### config.mk
export PLATFORM = sky130hd
export DESIGN_NAME = minmax_tracker
export DESIGN_NICKNAME = d
export VERILOG_FILES = /design/src/rtl/minmax_tracker.sv
export SDC_FILE = /design/constraint.sdc
export NUM_CORES = 1
export LEC_CHECK = 0
export CAP_MARGIN = 10
export CELL_PAD_IN_SITES_DETAIL_PLACEMENT = 1
export CELL_PAD_IN_SITES_GLOBAL_PLACEMENT = 1
export CORE_MARGIN = 3
export CORE_UTILIZATION = 41
export CTS_BUF_LIST = sky130_fd_sc_hd__clkbuf_16
export DETAILED_ROUTE_END_ITERATION = 8
export GPL_TIMING_DRIVEN = 0
export PLACE_DENSITY_LB_ADDON = 0.1
export SETUP_SLACK_MARGIN = 0.15
export SKIP_CTS_REPAIR_TIMING = 1
export SKIP_LAST_GASP = 1
export SLEW_MARGIN = 15
export SYNTH_ARGS = -nofsm -noshare
export SYNTH_HDL_FRONTEND = slang
export SYNTH_SLANG_ARGS = --single-unit
### constraint.sdc
create_clock -name clk -period 2.8 [get_ports clk]
set_input_delay 0.42 -clock clk [delete_from_list [all_inputs] [get_ports clk]]
set_output_delay 0.42 -clock clk [all_outputs]
set_load 0.01 [all_outputs]
### src/rtl/minmax_tracker.sv
// -----------------------------------------------------------------------------
// minmax_tracker
//   Tracks the running signed minimum and maximum of each frame of 8-bit
//   samples. Two eight_bit_comp instances compare each incoming sample against
//   the held max and the held min. When a frame closes, the block registers the
//   min and max values, the index where each first occurred, and the frame
//   length. It presents these on a valid/ready output handshake.
//
//   Ports
//     clk          in   rising-edge clock
//     reset        in   synchronous active-high reset
//     in_valid     in   in_data carries a sample
//     in_ready     out  a sample can be accepted this cycle
//     in_data      in   signed 8-bit sample
//     flush        in   close the current frame early (ACCUM only)
//     out_valid    out  frame result available
//     out_ready    in   downstream takes the result
//     out_min      out  signed frame minimum
//     out_max      out  signed frame maximum
//     out_min_idx  out  0-based index of the first occurrence of the minimum
//     out_max_idx  out  0-based index of the first occurrence of the maximum
//     out_len      out  number of samples in the frame
//
//   eight_bit_comp
//     Signed 8-bit magnitude comparator.
//     Inputs:  a_i, b_i.
//     Outputs: gt_o (a>b), eq_o (a==b), lt_o (a<b).
// -----------------------------------------------------------------------------

module eight_bit_comp (
   input  logic [7:0] a_i,
   input  logic [7:0] b_i,
   output logic       gt_o,
   output logic       eq_o,
   output logic       lt_o
);
   assign gt_o = $signed(a_i) >  $signed(b_i);
   assign eq_o = a_i == b_i;
   assign lt_o = $signed(a_i) <  $signed(b_i);
endmodule

module minmax_tracker #(
   parameter int unsigned FRAME_LEN = 16,
   parameter int unsigned IDX_W     = 5
) (
   input  logic             clk,
   input  logic             reset,
   input  logic             in_valid,
   output logic             in_ready,
   input  logic [7:0]       in_data,
   input  logic             flush,
   output logic             out_valid,
   input  logic             out_ready,
   output logic [7:0]       out_min,
   output logic [7:0]       out_max,
   output logic [IDX_W-1:0] out_min_idx,
   output logic [IDX_W-1:0] out_max_idx,
   output logic [IDX_W-1:0] out_len
);

   typedef enum logic [1:0] {
      ST_FIRST,
      ST_ACCUM,
      ST_HOLD
   } state_t;

   localparam logic [IDX_W-1:0] LEN_FULL = IDX_W'(FRAME_LEN);

   state_t           state_q, state_d;
   logic [IDX_W-1:0] cnt_q, cnt_d;
   logic [7:0]       min_q, min_d, max_q, max_d;
   logic [IDX_W-1:0] min_idx_q, min_idx_d, max_idx_q, max_idx_d;
   logic [7:0]       omin_q, omin_d, omax_q, omax_d;
   logic [IDX_W-1:0] omin_idx_q, omin_idx_d, omax_idx_q, omax_idx_d;
   logic [IDX_W-1:0] olen_q, olen_d;

   logic accept;
   logic gt_max, eq_max, lt_max;
   logic gt_min, eq_min, lt_min;
   logic unused_cmp;

   eight_bit_comp u_cmp_max (
      .a_i  (in_data),
      .b_i  (max_q),
      .gt_o (gt_max),
      .eq_o (eq_max),
      .lt_o (lt_max)
   );

   eight_bit_comp u_cmp_min (
      .a_i  (in_data),
      .b_i  (min_q),
      .gt_o (gt_min),
      .eq_o (eq_min),
      .lt_o (lt_min)
   );

   // Ties leave the held value alone, so only strict G/L drive updates.
   assign unused_cmp = ^{eq_max, lt_max, eq_min, gt_min};

   assign in_ready  = ~reset & (state_q != ST_HOLD);
   assign accept    = in_valid & in_ready;
   assign out_valid = (state_q == ST_HOLD);

   always_comb begin
      state_d    = state_q;
      cnt_d      = cnt_q;
      min_d      = min_q;
      max_d      = max_q;
      min_idx_d  = min_idx_q;
      max_idx_d  = max_idx_q;
      omin_d     = omin_q;
      omax_d     = omax_q;
      omin_idx_d = omin_idx_q;
      omax_idx_d = omax_idx_q;
      olen_d     = olen_q;

      unique case (state_q)
         ST_FIRST: begin
            if (accept) begin
               min_d     = in_data;
               max_d     = in_data;
               min_idx_d = '0;
               max_idx_d = '0;
               cnt_d     = IDX_W'(1);
               state_d   = ST_ACCUM;
               if (FRAME_LEN == 1) begin
                  state_d    = ST_HOLD;
                  omin_d     = in_data;
                  omax_d     = in_data;
                  omin_idx_d = '0;
                  omax_idx_d = '0;
                  olen_d     = IDX_W'(1);
               end
            end
         end

         ST_ACCUM: begin
            if (accept) begin
               if (gt_max) begin
                  max_d     = in_data;
                  max_idx_d = cnt_q;
               end
               if (lt_min) begin
                  min_d     = in_data;
                  min_idx_d = cnt_q;
               end
               cnt_d = cnt_q + IDX_W'(1);
            end
            // The result registers load from the next-state values, so a sample
            // accepted on the closing edge is part of the reported frame.
            if ((accept && cnt_d == LEN_FULL) || flush) begin
               state_d    = ST_HOLD;
               omin_d     = min_d;
               omax_d     = max_d;
               omin_idx_d = min_idx_d;
               omax_idx_d = max_idx_d;
               olen_d     = cnt_d;
            end
         end

         ST_HOLD: begin
            if (out_ready) begin
               state_d   = ST_FIRST;
               cnt_d     = '0;
               min_d     = '0;
               max_d     = '0;
               min_idx_d = '0;
               max_idx_d = '0;
            end
         end

         default: state_d = ST_FIRST;
      endcase
   end

   always_ff @(posedge clk) begin
      if (reset) begin
         state_q    <= ST_FIRST;
         cnt_q      <= '0;
         min_q      <= '0;
         max_q      <= '0;
         min_idx_q  <= '0;
         max_idx_q  <= '0;
         omin_q     <= '0;
         omax_q     <= '0;
         omin_idx_q <= '0;
         omax_idx_q <= '0;
         olen_q     <= '0;
      end else begin
         state_q    <= state_d;
         cnt_q      <= cnt_d;
         min_q      <= min_d;
         max_q      <= max_d;
         min_idx_q  <= min_idx_d;
         max_idx_q  <= max_idx_d;
         omin_q     <= omin_d;
         omax_q     <= omax_d;
         omin_idx_q <= omin_idx_d;
         omax_idx_q <= omax_idx_d;
         olen_q     <= olen_d;
      end
   end

   assign out_min     = omin_q;
   assign out_max     = omax_q;
   assign out_min_idx = omin_idx_q;
   assign out_max_idx = omax_idx_q;
   assign out_len     = olen_q;

endmodule

After elaboration in Yosys (flattened, before gate mapping) --
Cells that the tools add are included.
Storage, ports and cells: input port bits 13, logic and storage cells 55, output and inout port bits 33, register bits 64
Operators by class: $add $sub $neg 1, bitwise logic cells 3, magnitude comparators 2, muxes and demuxes 24, equal/unequal tests 7, reduce and logical (&&, ||, !) cells 7
Operators by type and width (count):
- 2-to-1 mux 8 bit | 6
- case mux 8 bit (3 select lines) | 2
- 2-to-1 mux 5 bit | 9
- case mux 5 bit (3 select lines) | 3
- > comparator 8 bit | 1
- < comparator 8 bit | 1
- 2-to-1 mux 2 bit | 3
- inequality test 2 bit, second input constant | 3
- case mux 2 bit (3 select lines) | 1
- AND reduction 3 bit | 2
- adder 5 x 1 -> 5 bit, second input constant | 1
- == test 5 bit, second input constant | 1
- nonzero test 3 bit | 1
- bitwise AND 1 bit | 2
- == test 2 x 1 -> 1 bit, second input constant | 1
- == test 2 bit, second input constant | 1
- zero test 2 bit | 1
- inequality test 2 x 1 -> 1 bit, second input constant | 1
- AND reduction 2 bit | 1
- logical AND 1 bit | 1
- logical OR 1 bit | 1
- inverter 1 bit | 1

Longest topological paths before layout --
Gate-level depths: netlist (run 1).
depth in word-level cells 10, mapped depth 10, gate-level depth less buffers 8

By module --
From an unflattened synthesis (run 1), not the netlist that was laid out.
Unflattened totals: cell total of the unflattened synthesis 486, area, all modules 3794.9 µm²
By module, submodules not included:
- minmax_tracker | instances 1, cells an instance 422, seq. area each 1281.2 µm², area each 3311.9 µm²
- eight_bit_comp (u_cmp_max) | instances 1, cells an instance 32, seq. area each 0.0 µm², area each 242.7 µm²
- eight_bit_comp (u_cmp_min) | instances 1, cells an instance 32, seq. area each 0.0 µm², area each 240.2 µm²

Least setup slack after synthesis (run 1) --
OpenSTA, ideal clock, no wires.
path type register to register, start point register state_q[0], end point register max_q[3], cell stages (with the launch flop) 11, setup time 131 ps, clock period less this slack 2359 ps, path buffers 2, required time 2669 ps, arrival 2228 ps, setup slack 441 ps, cell sequence dfxtp_1 -> inv_1 -> ha_1 -> or3b_1 -> buf_6 -> a21oi_1 -> o21ai_1 -> nor2_2 -> buf_6 -> mux2i_1 -> o22ai_1
On the way: elaborated cells on any way between the ends 12, classes of those cells 5 x eq/ne; 2 x mux; 2 x bitwise; 3 x reduce/logical
RTL lines:
- from (decl) | line 69 | state_t state_q, state_d;
- from (signal assigned) | line 191 | state_q <= state_d;
- == test 2 bit (*)
- net out_valid | line 52 | output logic out_valid,
- inequality test 2 x 1 -> 1 bit (no line) or nonzero test 3 bit (tied branches)
- AND reduction 3 bit (no line)
- to (signal assigned) | line 194 | max_q <= max_d;
- to (decl) | line 71 | logic [7:0] min_q, min_d, max_q, max_d;
The timed path passes the listed nets; every way through them passes the cells marked *. A chain may end at the register's enable or synchronous reset.

Final worst setup path (run 1) --
start point input port in_data[6], end point register max_q[4]
On the way: longest elaborated chain between the ends 4
RTL lines:
- from (decl) | line 50 | input logic [7:0] in_data,
- > comparator 8 bit | line 37 | assign gt_o = $signed(a_i) > $signed(b_i);
- 2-to-1 mux 8 bit | line 140 | if (gt_max) begin
- 2-to-1 mux 8 bit | line 139 | if (accept) begin
- case mux 8 bit (3 select lines) | line 118 | unique case (state_q)
Every way passes these cells.

==> results.yml, run 1 <==
outcome:
  status: "finished, final reports clean"
power:
  comb_power_share_pct: 39.1
  p_int_uw: 2613
  vdd_drop_max_v: 0.0004070
  p_leak_uw: 0.001646
  sw_frac_of_total_pct: 37.16
  p_per_area_mw_per_mm2: 929.6
  pwr-share-clk_pct: 31.8
  p_sw_uw: 1545
  seqPwrFrac_pct: 29.2
  total_power_uw: 4158
global_route:
  antenna_found_initial: 0
  gr-usage-all-layers_pct: 24.20
  gr-total-overflow: 0
  grt_pass1_vias: 3624
  grt_max_degree: 13
  grt_pass1_wl_um: 18620
sta:
  finalHoldViolations: 0
  worst_pin_slew_ns: 0.7142
  slew_headroom_pct: 52.39
  min_period_over_period_pct: 93.10
  clock_skew_ns: 0.007965
  final_max_slew_viol_count: 0
  tns_ns: 0
  setup_slack_ns: 0.1931
  setup_viol: 0
  rsz0062_at_grt: "true"
  fmax_mhz: 383.6
  period_needed_ns: 2.607
placement:
  dp_hpwl_um: 7952
  io_buffers: 45
  post_dp_cell_area_mm2: 0.003998
  gp_congestion: 0.9277
  placedCellCount: 567
  dp_slack_ns: -0.3835
yosys:
  ys_types: 45
  synth_top_area_share_pct: 37.47
  synth_nets: 454
  synth_area_mm2: 0.003420
  yosysMostFrequentCell: "dfxtp_1"
  ys_warn_count: 0
  synth_seq_cells: 64
  synth_edf_count: 0
  synthFlopType: "dfxtp_1"
  synthCells: 420
  yosys.area.top_type: "dfxtp_1"
  ys_seq_area_share_pct: 37.47
  syn_avg_cell_area_um2: 8.142
  synthArstFlopShare_pct: 0
  yosys-top-cells-count: "dfxtp_1, nand2_1, a21oi_1"
  synth_area_leaders: "dfxtp_1, ha_1, a21oi_1, mux2i_1, nand2_1"
die:
  die_x_um: 97.33
  start_util_pct: 43.13
  die_y_um: 97.33
  pin_count: 46
  coreArea_mm2: 0.007928
  die_area_mm2: 0.009472
  rows: 32
clocking:
  clock_sinks: 64
  numCtsBuffers: 9
  cts_tree: "built"
  clockRootBuffer: "clkbuf_16"
  h-tree-depth: 3
  clock_latency_ns: 0.34
  path_clk_slew_ns: 0.06
  clock_path_buffers: 2
worst_setup_path:
  crit_top_cell: "o22ai_1"
  cp_num_buf_inv: 2
  worst_ep_required_time_ns: 2.99
  path_cells: "clkdlybuf4s50_1 > ha_1 > nand4_1 > o22ai_1 > nor3_4 > nor2_4 > buf_6 > mux2i_1 > o22ai_1"
  cp-end-kind: "flip-flop"
  critPathMaxStageDelay_ns: 0.57
  critPathMaxFanout: 10
  worst-setup-path-type: "input port to flip-flop"
  startpoint_type: "input port"
  cp_data_arrival_time_ns: 2.80
  crit_slowest_cell: "clkdlybuf4s50_1"
  cp_top_family: "buffers and inverters"
job:
  max_cap_violations: 0
drt:
  vias_per_cell: 5.753
  final_antenna_net_count: 0
  met1_length_um: 5378
  num_vias: 3400
  topRoutingLayerUsed: "met4"
  drt_wl_total_um: 11610
  drtIter0Drc: 180
  met3WireLength_um: 563
  wire_per_inst_um: 19.64
  first_pass_iters: 4
  route.detailed.drc: 0
  wl_met2_um: 5543
finish:
  fin_cells: 591
  drive_gt1_share_pct: 11.04
  nets: 518
  stdcell_area_mm2: 0.004473
  area_delta_synth_final_pct: 30.81
  diodes: 0
  fillers: 960
hold_path:
  hold_path.class: "flip-flop to flip-flop"
==> worst register-to-register path: stages, from the launching register on <==
cell	delay, ns
dfxtp_2	0.36
inv_1	0.09
ha_2	0.24
or3b_1	0.40
buf_6	0.16
a21oi_1	0.14
o21ai_1	0.18
nor2_4	0.19
buf_6	0.20
mux2i_1	0.30
o22ai_1	0.14
==> kinds of logic (layout without fill, tap and decap cells) <==
family | Yosys count | count (layout) | share of synthesized area (%)
AOI/OAI and AO/OA | 139 | 139 | 24.08
xor gates and xnor gates | 6 | 6 | 1.537
adders and majority gates | 21 | 21 | 7.684
buffers and inverters | 58 | 127 | 7.574
DFF | 64 | 64 | 37.47
muxes | 19 | 19 | 5.598
and+or+nand+nor | 113 | 113 | 16.06
==> final cells by class <==
type | count | area [um2] | area share, %
Buffer | 31 | 172.7 | 3.860
Clock buffer | 9 | 225.2 | 5.035
Clock inverter | 7 | 120.1 | 2.685
Inverter | 27 | 101.3 | 2.266
Multi-Input combinational cell | 298 | 1913 | 42.77
Sequential cell | 64 | 1282 | 28.67
Tap cell | 102 | 127.6 | 2.853
Timing Repair Buffer | 53 | 530.5 | 11.86
==> final timing paths <==
path | from | endpoint | slack [ns] | cells past startpoint
worst max-delay path | in_data[6] | max_q[4]$_SDFFE_PP0P_ | 0.19 | 9
worst min-delay path | state_q[0]$_SDFFE_PP0P_ | state_q[0]$_SDFFE_PP0P_ | 0.49 | 2
worst max register to register | state_q[0]$_SDFFE_PP0P_ | max_q[4]$_SDFFE_PP0P_ | 0.25 | 10
worst min register to register | state_q[0]$_SDFFE_PP0P_ | state_q[0]$_SDFFE_PP0P_ | 0.49 | 2
==> power by group through the flow <==
| stage | clock, uW | combinational (uW) | sequential (uW) |
|---|---|---|---|
| 2_1_floorplan | 0 | 921 | 1240 |
| 3_3_place_gp | 0 | 1450 | 1220 |
| 3_5_place_dp | 0 | 1510 | 1230 |
| 4_1_cts | 1320 | 1520 | 1210 |
| 5_1_grt | 1370 | 1780 | 1230 |
| 6_report | 1320 | 1620 | 1210 |
==> registers in the layout, summed over array words and instances (netlist names), 8 cells and up <==
| name | flops |
|---|---|
| max_q | 8 |
| out_max | 8 |
| min_q | 8 |
| out_min | 8 |
==> metal layers <==
layer | up-vias | global-route usage [%]
li1 | 1632 | -
met1 | 1683 | 32.32
met2 | 74 | 40.18
met3 | 11 | 3.661
met4 | 0 | 7.668
met5 | - | 0
==> placed cells by master (no fill, tap or decap), types with 4 or more instances in the layout <==
cell             count
a21oi_1             44
a22oi_1             12
a31oi_1             18
buf_4                6
buf_6                5
clkbuf_1            13
clkbuf_16            9
clkbuf_2             8
clkdlybuf4s50_1     42
dfxtp_1             63
ha_1                20
inv_1               27
mux2i_1             18
nand2_1             48
nand2b_1             4
nand3_1             18
nand4_1              9
nor2_1              16
nor3_1               4
o21ai_0             12
o21ai_1             27
o22ai_1              8
xor2_1               4
==> stage by stage <==
step	utilization (%)	hold slack [ns]
3_5_place_dp	50.43	0.4786
5_1_grt	56.42	0.5070
3_3_place_gp	50.43	0.4694
4_1_cts	54.78	0.4884
6_report	56.42	0.4942
2_1_floorplan	-	0.4516
Power figures use the tool's default switching activity.
==> run 2, diff against run 1 <==
--- a/config.mk
+++ b/config.mk
@@ -10,7 +10,6 @@
 export CELL_PAD_IN_SITES_GLOBAL_PLACEMENT = 1
 export CORE_MARGIN = 3
 export CORE_UTILIZATION = 41
-export CTS_BUF_LIST = sky130_fd_sc_hd__clkbuf_16
 export DETAILED_ROUTE_END_ITERATION = 8
 export GPL_TIMING_DRIVEN = 0
 export PLACE_DENSITY_LB_ADDON = 0.1
==> results.yml, run 2 (synthesized netlist as in run 1, its figures left out) <==
outcome:
  status: "finished, final reports clean"
sta:
  whs_ns: 0.4889
  slew_headroom_pct: 56.60
  min_period_over_period_pct: 90.94
  clock_skew_ns: 0.01146
  worst_pin_slew_ns: 0.6510
  finalHoldViolations: 0
  final_max_slew_viol_count: 0
  period_needed_ns: 2.546
  setup_viol: 0
  setup_slack_ns: 0.2537
  fmax_mhz: 392.7
  rsz0062_at_grt: "false"
placement:
  gp_congestion: 0.9277
  io_buffers: 45
  dp_hpwl_um: 7952
  post_dp_cell_area_mm2: 0.003998
  dp_slack_ns: -0.3835
  placedCellCount: 567
clocking:
  cts_tree: "built"
  clock_sinks: 64
  clockRootBuffer: "clkbuf_8"
  numCtsBuffers: 9
  clock_latency_ns: 0.36
  clock_path_buffers: 2
  h-tree-depth: 3
  path_clk_slew_ns: 0.08
worst_setup_path:
  path_cells: "inv_1 > ha_2 > or3b_1 > buf_6 > nor4b_4 > nand3_2 > o21ai_4 > buf_12 > clkbuf_4 > o21ai_1 > a31oi_1"
  worst_ep_required_time_ns: 3.09
  startpoint_type: "flip-flop"
  critPathMaxStageDelay_ns: 0.40
  cp_top_family: "simple AND/OR/NAND/NOR gates"
  worst-setup-path-type: "flip-flop to flip-flop"
  cp_num_buf_inv: 4
  cp-end-kind: "flip-flop"
  crit_slowest_cell: "or3b_1"
  critPathMaxFanout: 7
  cp_data_arrival_time_ns: 2.83
power:
  p_int_uw: 2331
  comb_power_share_pct: 42.4
  p_per_area_mw_per_mm2: 877.2
  sw_frac_of_total_pct: 39.27
  pwr-share-clk_pct: 26.0
  p_sw_uw: 1507
  p_leak_uw: 0.001599
  seqPwrFrac_pct: 31.6
  vdd_drop_max_v: 0.0003445
finish:
  final_common_cell: "dfxtp_1"
  layout_common_cells: "dfxtp_1, nand2_1, a21oi_1, clkdlybuf4s50_1"
  drive_gt1_share_pct: 11.48
  fillers: 965
  postLayoutCoreUtil_pct: 55.19
  diodes: 0
  nets: 517
  stdcell_area_mm2: 0.004375
  area_delta_synth_final_pct: 27.95
  fin_cells: 590
global_route:
  gr-total-overflow: 0
  grt_pass1_vias: 3585
  antenna_found_initial: 0
  gr-usage-all-layers_pct: 23.95
  grt_max_degree: 13
  grt_pass1_wl_um: 18460
drt:
  first_pass_iters: 6
  final_antenna_net_count: 0
  route.detailed.drc: 0
  num_vias: 3410
  wire_per_inst_um: 19.42
  drtIter0Drc: 206
  drt_wl_total_um: 11460
  vias_per_cell: 5.780
job:
  max_cap_violations: 0
die:
  die_y_um: 97.33
  die_x_um: 97.33
  start_util_pct: 43.13
  pin_count: 46
  rows: 32
  coreArea_mm2: 0.007928
  die_area_mm2: 0.009472
hold_path:
  hold_path.class: "flip-flop to flip-flop"
-- run 2: power by group through the flow --
stage               clock [uW]  sequential, uW  combinational [uW]
floorplan                    0            1240                 921
global placement             0            1220                1450
detailed placement           0            1230                1510
CTS                       1000            1210                1530
global route              1040            1230                1780
finish                     999            1210                1630
-- run 2: area by class of cell --
| class | count | area, um2 | area share [%] |
|---|---|---|---|
| multi-input cells | 298 | 1922 | 43.92 |
| flip-flops and latches | 64 | 1282 | 29.31 |
| repair buffers | 52 | 523.0 | 11.95 |
| plain buffers | 31 | 175.2 | 4.003 |
| well taps | 102 | 127.6 | 2.917 |
| clock buffers | 9 | 123.9 | 2.831 |
| clock inverters | 7 | 120.1 | 2.745 |
| inverters | 27 | 101.3 | 2.316 |
-- run 2: path summary, 6_finish.rpt --
check / start / end / slack [ns] / cells past startpoint
setup / recovery: state_q[0]$_SDFFE_PP0P_ / out_min_idx[2]$_SDFFE_PP0P_ / 0.25 / 11
hold / removal: min_idx_q[4]$_SDFFE_PP0P_ / out_min_idx[4]$_SDFFE_PP0P_ / 0.49 / 2
setup reg to reg: state_q[0]$_SDFFE_PP0P_ / out_min_idx[2]$_SDFFE_PP0P_ / 0.25 / 11
hold reg to reg: min_idx_q[4]$_SDFFE_PP0P_ / out_min_idx[4]$_SDFFE_PP0P_ / 0.49 / 2
-- run 2: per-layer routing --
metal | part of all wire (%) | routed length (um) | global-route usage, % | vias up
met5 | 0 | 0 | 0 | -
li1 | - | - | - | 1631
met3 | 5.7 | 656 | 4.451 | 17
met2 | 47 | 5378 | 39.76 | 87
met1 | 46 | 5238 | 31.69 | 1675
met4 | 1.6 | 186 | 7.135 | 0
-- run 2: through the flow --
stage / power [uW] / TNS (ns)
after floorplan: 2165 / 0
after global placement: 2669 / -7.738
after detailed placement: 2734 / -9.695
after CTS: 3743 / -0.1008
after global routing: 4061 / 0
final: 3838 / 0
-- run 2: worst register-to-register path, stage by stage, from the launching register on --
cell      delay (ns)
dfxtp_2         0.37
inv_1           0.09
ha_2            0.25
or3b_1          0.40
buf_6           0.16
nor4b_4         0.29
nand3_2         0.14
o21ai_4         0.23
buf_12          0.16
clkbuf_4        0.18
o21ai_1         0.06
a31oi_1         0.16
==> run 3, diff against run 2 <==
--- a/config.mk
+++ b/config.mk
@@ -20,3 +20,4 @@
 export SYNTH_ARGS = -nofsm -noshare
 export SYNTH_HDL_FRONTEND = slang
 export SYNTH_SLANG_ARGS = --single-unit
+export TNS_END_PERCENT = 1
==> results.yml, run 3 (synthesized netlist as in run 1, its figures left out) <==
clocking:
  clock_path_buffers: 2
  clockRootBuffer: "clkbuf_8"
  cts_tree: "built"
  clock_latency_ns: 0.35
  clock_sinks: 64
  h-tree-depth: 3
  path_clk_slew_ns: 0.08
  numCtsBuffers: 9
finish:
  ff_latch_area_mm2: 0.001282
  diodes: 0
  drive_gt1_share_pct: 9.691
  postLayoutCoreUtil_pct: 54.34
  nets: 514
  area_delta_synth_final_pct: 25.98
  multi_input_area_mm2: 0.001901
  layout_common_cells: "dfxtp_1, nand2_1, clkdlybuf4s50_1, a21oi_1"
  final_common_cell: "dfxtp_1"
  fillers: 959
  stdcell_area_mm2: 0.004308
outcome:
  status: "finished, final reports clean"
placement:
  post_dp_cell_area_mm2: 0.003998
  dp_hpwl_um: 7952
  io_buffers: 45
  gp_congestion: 0.9277
die:
  pin_count: 46
  start_util_pct: 43.13
  coreArea_mm2: 0.007928
  rows: 32
  die_area_mm2: 0.009472
  die_x_um: 97.33
  die_y_um: 97.33
sta:
  whs_ns: 0.4972
  finalHoldViolations: 0
  fmax_mhz: 381.3
  clock_skew_ns: 0.01070
  period_needed_ns: 2.623
  slew_headroom_pct: 55.08
  final_max_slew_viol_count: 0
  setup_viol: 0
  rsz0062_at_grt: "true"
  worst_pin_slew_ns: 0.6738
  min_period_over_period_pct: 93.67
drt:
  drt_wl_total_um: 11310
  num_vias: 3403
  vias_per_cell: 5.797
  drtIter0Drc: 182
  route.detailed.drc: 0
  wire_per_inst_um: 19.27
  first_pass_iters: 5
  final_antenna_net_count: 0
worst_setup_path:
  worst-setup-path-type: "input port to output port"
  startpoint_type: "input port"
  worst_ep_required_time_ns: 2.38
  r2r-start: "state_q[0]$_SDFFE_PP0P_"
  regToRegEndpoint: "out_min[6]$_SDFFE_PP0P_"
  r2r_cells: 9
  cp_data_arrival_time_ns: 2.20
  critPathMaxFanout: 10
  cp-end-kind: "output port"
  r2r_slack_ns: 0.20
hold_path:
  hold_path.class: "flip-flop to flip-flop"
  hold_start: "min_idx_q[4]$_SDFFE_PP0P_"
  hold_depth: 2
  whs_endpoint: "out_min_idx[4]$_SDFFE_PP0P_"
global_route:
  grt_pass1_wl_um: 18460
  grt_max_degree: 13
  antenna_found_initial: 0
  gr-total-overflow: 0
  gr-usage-all-layers_pct: 23.95
  grt_pass1_vias: 3585
power:
  p_leak_uw: 0.001545
  vdd_drop_max_v: 0.0003375
  p_per_area_mw_per_mm2: 880.6
job:
  max_cap_violations: 0
-- run 3: cell types whose count changed in the layout (fill, tap and decap cells not counted), sizes merged --
cell / change
buf: -2
clkdlybuf4s50: +3
clkbuf: -1
dlymetal6s2s: -3
-- run 3: power by group --
part	switching, uW	leakage (uW)	total, uW	internal (uW)
logic	962	0.000904	1590	623
clock network	403	0.000119	996	593
registers	123	0.000521	1210	1090
total	1490	0.00154	3790	2310
-- run 3: how the worst max path moves through the flow --
stage	start	end	slack, ns	depth (start not counted)
finish	reset	in_ready	0.18	5
global route	in_data[7]	max_q[4]$_SDFFE_PP0P_	0.04	9
CTS	reset	cnt_q[2]$_SDFFE_PP0P_	-0.06	9
detailed placement	reset	max_idx_q[1]$_SDFFE_PP0P_	-0.38	9
global placement	reset	max_idx_q[1]$_SDFFE_PP0P_	-0.35	9
floorplan	state_q[0]$_SDFFE_PP0P_	max_q[3]$_SDFFE_PP0P_	0.44	10
-- run 3: critical path, stage by stage --
cell and delay (ns):
clkdlybuf4s50_1 0.48, clkbuf_2 0.27, clkbuf_1 0.46, nor2_1 0.08, clkdlybuf4s50_1 0.49
-- run 3: cell type report --
cell class	count	area share, %
Tap cell	102	2.963
Clock buffer	9	2.875
Multi-Input combinational cell	298	44.12
Timing Repair Buffer	49	11.15
Inverter	27	2.353
Clock inverter	7	2.788
Sequential cell	64	29.77
Buffer	31	3.979
-- run 3: metal layers --
layer	GRT usage (%)	share of wire, %	routed length (um)	vias up
li1	-	-	-	1626
met3	4.451	4.2	476	14
met4	7.135	1.4	158	0
met5	0	0	0	-
met2	39.76	47	5288	78
met1	31.69	48	5386	1685
-- run 3: through the flow --
step | TNS (ns) | worst slack [ns] | power, uW | cells
floorplan | 0 | 0.4415 | 2165 | 420
global placement | -7.738 | -0.3467 | 2669 | 567
detailed placement | -9.695 | -0.3835 | 2734 | 567
CTS | -0.1008 | -0.05571 | 3743 | 583
global route | 0 | 0.03939 | 4012 | 587
finish | 0 | 0.1773 | 3794 | 587
